**config.mk**
```make
export PLATFORM = sky130hd
export DESIGN_NAME = alu_wb_stage
export DESIGN_NICKNAME = d
export VERILOG_FILES = /design/src/rtl/alu_wb_pkg.sv /design/src/rtl/alu_wb_stage_fifo.sv /design/src/rtl/alu_wb_stage.sv
export SDC_FILE = /design/constraint.sdc
export NUM_CORES = 1
export LEC_CHECK = 0
export ABC_AREA = 1
export CAP_MARGIN = 20
export CORE_ASPECT_RATIO = 1.25
export CORE_UTILIZATION = 41
export CTS_BUF_LIST = sky130_fd_sc_hd__clkbuf_4 sky130_fd_sc_hd__clkbuf_8
export DETAILED_ROUTE_END_ITERATION = 10
export HOLD_SLACK_MARGIN = 0.12
export PLACE_DENSITY_LB_ADDON = 0.2
export SYNTH_ARGS = -nofsm -noshare
export SYNTH_HDL_FRONTEND = slang
export SYNTH_SLANG_ARGS = --single-unit
```
**constraint.sdc**
```tcl
create_clock -name clk -period 3.7 [get_ports clk]
set_input_delay 0.74 -clock clk [delete_from_list [all_inputs] [get_ports clk]]
set_output_delay 0.74 -clock clk [all_outputs]
set_load 0.05 [all_outputs]
```
**src/rtl/alu_wb_pkg.sv**
```systemverilog
// Shared types and constants for the ALU writeback stage.
// Optional feature macro: ALU_WB_FWD_EN (youngest-entry forwarding port).
package alu_wb_pkg;

    // Default widths; match the top-level XLEN/RD_W defaults.
    localparam int DEF_XLEN = 32;
    localparam int DEF_RD_W = 5;

    // Floating-point exception flag layout {NV,DZ,OF,UF,NX}.
    localparam int FFLAG_W  = 5;
    localparam int FFLAG_NV = 4;
    localparam int FFLAG_DZ = 3;
    localparam int FFLAG_OF = 2;
    localparam int FFLAG_UF = 1;
    localparam int FFLAG_NX = 0;

    // Integer register x0 is hardwired to zero, so writes to it are dropped.
    localparam logic [DEF_RD_W-1:0] RD_ZERO = '0;

    // One buffered ALU result with its destination tag and flags.
    typedef struct packed {
        logic [DEF_XLEN-1:0] result;
        logic [DEF_RD_W-1:0] rd;
        logic                is_fp;
        logic [FFLAG_W-1:0]  fflags;
    } wb_entry_t;

    // Sticky flag update: a clear wipes old flags, but flags of a result
    // committed in the same cycle still land.
    function automatic logic [FFLAG_W-1:0] fflags_merge(
        input logic [FFLAG_W-1:0] acc,
        input logic               clr,
        input logic               commit,
        input logic [FFLAG_W-1:0] head_flags
    );
        return (clr ? '0 : acc) | (commit ? head_flags : '0);
    endfunction

endpackage

```
**src/rtl/alu_wb_stage_fifo.sv**
```systemverilog
// Generic DEPTH-entry FIFO with valid/ready on both sides.
// Handshake: a beat transfers on a rising edge when valid && ready; valid
// never depends combinationally on ready. in_ready comes from a registered
// full flag, so a full FIFO never accepts, even while it is being drained.
// Pointers wrap by compare-and-reset so any DEPTH in 2..8 works.
// Optional feature macro: ALU_WB_FWD_EN (exposes the youngest entry).
module wb_fifo
    import alu_wb_pkg::*;
#(
    parameter int  DEPTH   = 2,
    parameter type entry_t = wb_entry_t
) (
    input  logic                       clk,
    input  logic                       rst_n,
    input  logic                       in_valid,
    output logic                       in_ready,
    input  entry_t                     in_data,
    output logic                       out_valid,
    input  logic                       out_ready,
    output entry_t                     out_data,
    output logic [$clog2(DEPTH+1)-1:0] count
`ifdef ALU_WB_FWD_EN
    ,
    output logic                       young_valid,
    output entry_t                     young_data
`endif
);

    localparam int PTR_W = (DEPTH > 1) ? $clog2(DEPTH) : 1;
    localparam int CNT_W = $clog2(DEPTH + 1);
    localparam logic [PTR_W-1:0] LAST = PTR_W'(DEPTH - 1);

    entry_t           mem_q [DEPTH];
    logic [PTR_W-1:0] head_q, head_d;
    logic [PTR_W-1:0] tail_q, tail_d;
    logic [CNT_W-1:0] count_q, count_d;
    logic             full_q, full_d;
    logic             push, pop;

    // Explicit wrap so non-power-of-two depths index correctly.
    function automatic logic [PTR_W-1:0] ptr_inc(input logic [PTR_W-1:0] p);
        return (p == LAST) ? '0 : p + 1'b1;
    endfunction

    assign in_ready  = !full_q;
    assign out_valid = (count_q != '0);
    assign out_data  = mem_q[head_q];
    assign count     = count_q;
    assign push      = in_valid && !full_q;
    assign pop       = out_valid && out_ready;

    // Next pointer, occupancy and full-flag computation.
    always_comb begin
        head_d  = head_q;
        tail_d  = tail_q;
        count_d = count_q;
        if (pop) begin
            head_d = ptr_inc(head_q);
        end
        if (push) begin
            tail_d = ptr_inc(tail_q);
        end
        unique case ({push, pop})
            2'b10:   count_d = count_q + 1'b1;
            2'b01:   count_d = count_q - 1'b1;
            default: count_d = count_q;
        endcase
        full_d = (count_d == CNT_W'(DEPTH));
    end

    // Pointer, occupancy and full-flag registers.
    always_ff @(posedge clk or negedge rst_n) begin
        if (!rst_n) begin
            head_q  <= '0;
            tail_q  <= '0;
            count_q <= '0;
            full_q  <= 1'b0;
        end else begin
            head_q  <= head_d;
            tail_q  <= tail_d;
            count_q <= count_d;
            full_q  <= full_d;
        end
    end

    // Entry storage; cleared on reset so wb_data/wb_rd read back as zero.
    always_ff @(posedge clk or negedge rst_n) begin
        if (!rst_n) begin
            for (int i = 0; i < DEPTH; i++) begin
                mem_q[i] <= '0;
            end
        end else if (push) begin
            mem_q[tail_q] <= in_data;
        end
    end

`ifdef ALU_WB_FWD_EN
    logic [PTR_W-1:0] young_ptr;

    // The youngest entry sits one slot behind the tail, wrapping backwards.
    always_comb begin
        young_ptr = (tail_q == '0) ? LAST : tail_q - 1'b1;
    end

    assign young_valid = out_valid;
    assign young_data  = mem_q[young_ptr];
`endif

endmodule

```
**src/rtl/alu_wb_stage.sv**
```systemverilog
// ALU writeback stage: buffers ALU results, steers the commit to the integer
// or FP register file and keeps sticky FP exception flags for the CSR block.
// Handshakes: input accepted when in_valid && in_ready; head committed when
// wb_valid && wb_ready. Nothing on in_* reaches wb_* combinationally.
// Optional feature macro: ALU_WB_FWD_EN adds fwd_* outputs exposing the
// youngest buffered entry for operand forwarding.
module alu_wb_stage
    import alu_wb_pkg::*;
#(
    parameter int XLEN  = 32,
    parameter int RD_W  = 5,
    parameter int DEPTH = 2
) (
    input  logic                       clk,
    input  logic                       rst_n,
    input  logic                       in_valid,
    output logic                       in_ready,
    input  logic [XLEN-1:0]            in_result,
    input  logic [RD_W-1:0]            in_rd,
    input  logic                       in_is_fp,
    input  logic [FFLAG_W-1:0]         in_fflags,
    input  logic                       wb_ready,
    output logic                       wb_valid,
    output logic [XLEN-1:0]            wb_data,
    output logic [RD_W-1:0]            wb_rd,
    output logic                       int_we,
    output logic                       fp_we,
    input  logic                       fflags_clr,
    output logic [FFLAG_W-1:0]         fflags_acc,
    output logic [$clog2(DEPTH+1)-1:0] occupancy
`ifdef ALU_WB_FWD_EN
    ,
    output logic                       fwd_valid,
    output logic [RD_W-1:0]            fwd_rd,
    output logic                       fwd_is_fp,
    output logic [XLEN-1:0]            fwd_data
`endif
);

    // Same field order as wb_entry_t, sized by this instance's parameters.
    typedef struct packed {
        logic [XLEN-1:0]    result;
        logic [RD_W-1:0]    rd;
        logic               is_fp;
        logic [FFLAG_W-1:0] fflags;
    } entry_t;

    localparam logic [RD_W-1:0] RD_X0 = RD_W'(RD_ZERO);

    entry_t             in_entry;
    entry_t             head;
    logic               commit;
    logic [FFLAG_W-1:0] fflags_acc_q, fflags_acc_d;

    assign in_entry = '{result: in_result, rd: in_rd, is_fp: in_is_fp, fflags: in_fflags};

`ifdef ALU_WB_FWD_EN
    logic   young_valid;
    entry_t young;
`endif

    wb_fifo #(
        .DEPTH   (DEPTH),
        .entry_t (entry_t)
    ) u_fifo (
        .clk         (clk),
        .rst_n       (rst_n),
        .in_valid    (in_valid),
        .in_ready    (in_ready),
        .in_data     (in_entry),
        .out_valid   (wb_valid),
        .out_ready   (wb_ready),
        .out_data    (head),
        .count       (occupancy)
`ifdef ALU_WB_FWD_EN
        ,
        .young_valid (young_valid),
        .young_data  (young)
`endif
    );

    assign wb_data = head.result;
    assign wb_rd   = head.rd;
    assign commit  = wb_valid && wb_ready;

    // Write-strobe decode; an x0 commit still retires and still raises flags.
    always_comb begin
        int_we = commit && !head.is_fp && (head.rd != RD_X0);
        fp_we  = commit && head.is_fp;
    end

    // Sticky flags collect at commit time, never at accept.
    always_comb begin
        fflags_acc_d = fflags_merge(fflags_acc_q, fflags_clr, commit, head.fflags);
    end

    // Accumulated flag register.
    always_ff @(posedge clk or negedge rst_n) begin
        if (!rst_n) begin
            fflags_acc_q <= '0;
        end else begin
            fflags_acc_q <= fflags_acc_d;
        end
    end

    assign fflags_acc = fflags_acc_q;

`ifdef ALU_WB_FWD_EN
    // Forward the youngest entry; an integer x0 result is never forwarded.
    always_comb begin
        fwd_valid = young_valid && !(!young.is_fp && (young.rd == RD_X0));
        fwd_rd    = young.rd;
        fwd_is_fp = young.is_fp;
        fwd_data  = young.result;
    end
`endif

endmodule

```
==> results of run 1 <==
metrics by stage:
stage / cell area [µm²] / setup slack (ns) / utilization
floorplan: 4230 / 0.737 / -
CTS: 5380 / 0.699 / 0.535
detailed placement: 5190 / 0.997 / 0.516
finish: 5380 / 0.733 / 0.535
global route: 5380 / 0.490 / 0.535
global placement: 5190 / 0.978 / 0.516
path summary, 6_finish.rpt:
check | from | end | slack, ns | depth (start not counted)
worst max-delay path | u_fifo.head_q$_DFFE_PN0P_ | int_we | 0.73 | 7
worst min-delay path | u_fifo.mem_q[48]$_DFFE_PN0P_ | u_fifo.mem_q[48]$_DFFE_PN0P_ | 0.48 | 2
worst max register to register | u_fifo.full_q$_DFF_PN0_ | u_fifo.mem_q[49]$_DFFE_PN0P_ | 2.00 | 6
worst min register to register | u_fifo.mem_q[48]$_DFFE_PN0P_ | u_fifo.mem_q[48]$_DFFE_PN0P_ | 0.48 | 2
max in group asynchronous | rst_n | u_fifo.mem_q[74]$_DFFE_PN0P_ | 2.47 | 2
min in group asynchronous | rst_n | u_fifo.mem_q[82]$_DFFE_PN0P_ | 0.49 | 1
cell families after synthesis:
kind of cell	Yosys count	synth area share
AND/OR/NAND/NOR	233	0.210
buffers and inverters	96	0.0983
flip-flops	96	0.568
AO/OA/AOI/OAI	95	0.116
XOR/XNOR	2	0.00415
adder cells (fa/ha/maj)	1	0.00296
area by class of cell:
type,count,area share
Clock inverter,4,0.00512
Multi-Input combinational cell,331,0.263
Sequential cell,96,0.446
Inverter,68,0.0474
Timing Repair Buffer,102,0.178
Tap cell,129,0.0300
Clock buffer,12,0.0307
critical path: cells and delay by family (launching register included):
family | cells | cell delay, ns
compound gates | 1 | 0.27
buf+inv | 3 | 0.65
flops | 1 | 0.70
simple gates | 3 | 0.25
layer usage:
layer	part of all wire	wire length, µm	GRT usage	vias up
met5	0	0	0	-
met4	0.017	159	0.0708	0
met2	0.48	4490	0.320	88
li1	-	-	-	1756
met3	0.047	438	0.0394	11
met1	0.45	4230	0.236	1639
flip-flops by register name (all words and copies together), names as in the netlist:
name,cells
u_fifo.mem_q,86
fflags_acc,5
u_fifo.count,2
u_fifo.full_q,1
u_fifo.head_q,1
u_fifo.tail_q,1
cells in the mapped netlist (all sizes together):
master  number
ha           1
inv         67
o21ai       94
xor2         1
a21oi        1
nand2      224
nand3        3
buf         18
xnor2        1
nor2         3
clkbuf      10
or2          2
dfrtp       96
nand4        1
clkinv       1
==> metrics.txt, run 1 <==
core area=10100 µm²; CP required=between 2 and 3 ns; clk buf depth=2; Peak Freq=between 0.3 and 0.4 GHz; Remaining DRCs=0; initial antenna violation count=0; Max-cap violations=0; CTS H-tree depth=3; Post-CTS Setup Repair Bufs=0; global-route wire length before repair=around 16000 µm; Max Slew Vio Count=0; initial DRC count=around 240; footprint of the multi-input gates=about 1400 µm²; Via Count=roughly 3.5k; worst hold slack=slightly below 0.5 ns; Post-Syn Area=approximately 4200 µm²; Yosys top cell by area=dfrtp_1; Worst Setup Start Kind=flop; # fillers=976; number of global-route vias before repair=between 3k and 4k; Most common cell on crit path=nor2_1; Slowest cell on crit path=dfrtp_1; Synthesized Nets=between 500 and 600; most area-consuming cells after synthesis=dfrtp_1 (57%), nand2_1 (20%), o21ai_0 (7.6%), inv_1 (5.9%), o21ai_1 (3.1%); Worst EP arrival=2.23 ns; Cells after DPL=726; drt total wl=between 9000 and 10000 µm; Pre-antenna DRT Iters=4; most frequent cells in the layout=nand2_1 (223), dfrtp_1 (96), inv_1 (66), o21ai_0 (64), clkdlybuf4s50_1 (56); DIE AREA=~11000 µm²; layout cells sized above 1=0.116; TNS Setup=0 ns; RePlAce Congestion=0.715; crit-path cells=clkinv_1 -> buf_4 -> o21ai_0 -> nand2_1 -> nor2_1 -> nor2_1 -> buf_12; Clock Skews=~0.0090 ns; port bufs=between 90 and 100; register area share after synthesis=0.568; worst skew pair latency=0.36 ns; Hold WC Path Type=flop to flop; commonest non-fill, non-tap cell in the layout=nand2_1; Post-DP HPWL=roughly 6000 µm; Clock Sinks=96; Vias/cell=4.71; DR WL/cell=about 13 µm; Core Rows=41; synthesized area per cell=~8.1 µm²; ANT cells=0; worst slew pin tran=0.874 ns; Layout area overhead=27.3%; CP Max Fanout=43; Die Y=116 µm; Crit Path Category=flop to output port; largest net degree at the start of global routing=87; nets=around 660; CTS clock-pin slew for the worst setup and hold paths=about 0.090 ns; Crit path largest cell delay=around 0.70 ns; yosys warns=0; # setup viols final=0; Seq cells post-synth=between 90 and 100; post-synthesis cell type count=22; Crit. End Element=output port; Initial Utilization=0.420; GRT Util Overall=0.188; Final period util=0.802; Slew HR=0.418; die width=just over 90 µm; post-cts sizing count=0; Post-CTS Hold Fix Bufs=0; CTS buffer count=9; Final Non-Filler Cells=around 740; post-synthesis cell count=523; Remaining Overflow, GRT=0; ANT nets after route=0; IO Pins=between 90 and 100; Sequential Area=roughly 2400 µm²; CTS tree=built; Period minus WS final=about 3.0 ns; share of the synthesized area in the top cell type=0.568; RSZ-0062 raised after global routing=false; Fin. Hold Viols=0; clk root buf=clkbuf_8; outcome=completed
Power of run 1 is left out: the tool's default activity adds up to more than one toggle a clock period on the data nets, which glitch-free logic cannot reach.
==> run 2, diff against run 1 <==
Clock period 3.7 ns to 2.9 ns, I/O delays scaled along.
==> metrics.txt, run 2 (same netlist as run 1, synthesis figures left out) <==
outcome=completed; core area=10100 µm² (unchanged); commonest non-fill, non-tap cell in the layout=nand2_1; worst slew pin tran=0.840 ns (-0.0339 ns); Remaining Overflow, GRT=0 (unchanged); RePlAce Congestion=0.770 (+7.7%); CP required=2.32 ns (-0.64 ns); IO Pins=96 (unchanged); layout cells sized above 1=0.118 (+0.00182); drt total wl=9320 µm (about the same); CP Max Fanout=18 (-58%); clk buf depth=2 (unchanged); Remaining DRCs=0 (unchanged); # fillers=969 (-0.72%); post-layout util=0.539 (+0.00398); nets=657 (unchanged); Final period util=0.893; number of global-route vias before repair=3399 (-0.76%); Die Y=116 µm (unchanged); Peak Freq=slightly below 0.4 GHz; die width=92.8 µm (unchanged); CTS H-tree depth=3 (unchanged); CTS tree=built; Pre-antenna DRT Iters=5 (+1); largest net degree at the start of global routing=87 (unchanged); initial DRC count=192 (-19%); # setup viols final=0 (unchanged); footprint of the multi-input gates=1410 µm² (unchanged); Clock Sinks=96 (unchanged); Slew HR=0.440 (+0.0226); number of flip-flops under the largest register name=86 (unchanged); Crit. End Element=output port; Initial Utilization=0.420 (unchanged); initial antenna violation count=0 (unchanged); DR WL/cell=12.6 µm (+0.19%); Hold WC Path Type=input port to asynchronous set/reset pin; RSZ-0062 raised after global routing=false; CTS buffer count=9 (unchanged); Crit Path Category=flop to output port; Worst EP arrival=2.01 ns (-0.22 ns); Worst Setup Start Kind=flop; Max Slew Vio Count=0 (unchanged); CTS clock-pin slew for the worst setup and hold paths=0.09 ns (about the same); CP Launch Point=u_fifo.head_q$_DFFE_PN0P_; Post-DP HPWL=6030 µm (+1.3%); Vias/cell=4.72 (+0.19%); GRT Util Overall=0.188 (about the same); worst skew pair latency=0.36 ns (about the same); DIE AREA=10700 µm² (unchanged); launching point of the worst reg2reg path=u_fifo.count[0]$_DFF_PN0_; ANT nets after route=0 (unchanged); Sequential Area=2400 µm² (about the same); Layout area overhead=28.3%; most frequent cells in the layout=nand2_1 (223), dfrtp_1 (95), inv_1 (66), o21ai_0 (64), clkdlybuf4s50_1 (55); Via Count=3496 (+0.057%); global-route wire length before repair=15900 µm (+0.31%); Fin. Hold Viols=0 (unchanged); Max-cap violations=0 (unchanged); Core Rows=41 (unchanged); Top reg by flops=u_fifo.mem_q; port bufs=95 (unchanged); TNS Setup=0 ns (unchanged); Period minus WS final=2.59 ns; clk root buf=clkbuf_8; Post-CTS Hold Fix Bufs=0 (unchanged); ANT cells=0 (unchanged); Clock Skews=0.00770 ns (-0.00128 ns)
run 2: changes by cell type in the layout (fill, tap and decap cells not counted), sizes merged:
| cell | before | now |
|---|---|---|
| clkdlybuf4s50 | 56 | 55 |
| clkbuf | 12 | 11 |
| bufinv | 0 | 2 |
| clkinv | 2 | 3 |
| clkinvlp | 3 | 0 |
| buf | 46 | 47 |
run 2: layout make-up:
class                   count  area share
repair buffers            102       0.180
inverters                  68      0.0471
well taps                 129      0.0298
multi-input cells         331       0.261
clock inverters             4      0.0129
clock buffers              11      0.0256
flip-flops and latches     96       0.443
run 2: final timing paths:
kind / end / slack [ns] / depth (start not counted)
max in group asynchronous: u_fifo.mem_q[50]$_DFFE_PN0P_ / 2.06 / 2
worst min-delay path: u_fifo.mem_q[34]$_DFFE_PN0P_ / 0.19 / 1
worst max register to register: u_fifo.full_q$_DFF_PN0_ / 1.19 / 8
worst min register to register: u_fifo.mem_q[48]$_DFFE_PN0P_ / 0.49 / 2
min in group clk: u_fifo.mem_q[48]$_DFFE_PN0P_ / 0.49 / 2
worst max-delay path: int_we / 0.31 / 8
run 2: repair_timing:
action / in CTS / in global routing
gates resized for setup: 0 / 1
setup buffers: 0 / 0
endpoints found under the setup margin: 0 / 1
hold endpoints to repair: 0 / 0
run 2: metal layers:
| metal | track usage | vias up | routed length, µm |
|---|---|---|---|
| li1 | - | 1759 | - |
| met1 | 0.244 | 1637 | 4120 |
| met2 | 0.316 | 91 | 4560 |
| met3 | 0.0367 | 9 | 507 |
| met4 | 0.0677 | 0 | 134 |
| met5 | 0 | - | 0 |
run 2: per-stage QoR:
step / instance area [µm²] / hold slack (ns) / cells / worst slack [ns]
5_1_grt: 5420 / 0.223 / 741 / 0.116
2_1_floorplan: 4230 / 0.284 / 523 / 0.0965
3_3_place_gp: 5210 / 0.466 / 726 / 0.458
4_1_cts: 5420 / 0.203 / 741 / 0.0610
3_5_place_dp: 5210 / 0.470 / 726 / 0.433
6_report: 5420 / 0.189 / 741 / 0.309
run 2: critical path, stage by stage (launching register included):
cell	delay, ns
dfrtp_2	0.52
clkinv_1	0.23
buf_4	0.26
nand2_1	0.07
nand2_1	0.06
nand3_1	0.08
nor2_1	0.04
nor2_1	0.20
buf_12	0.17
Power of run 2 is left out for the same reason.
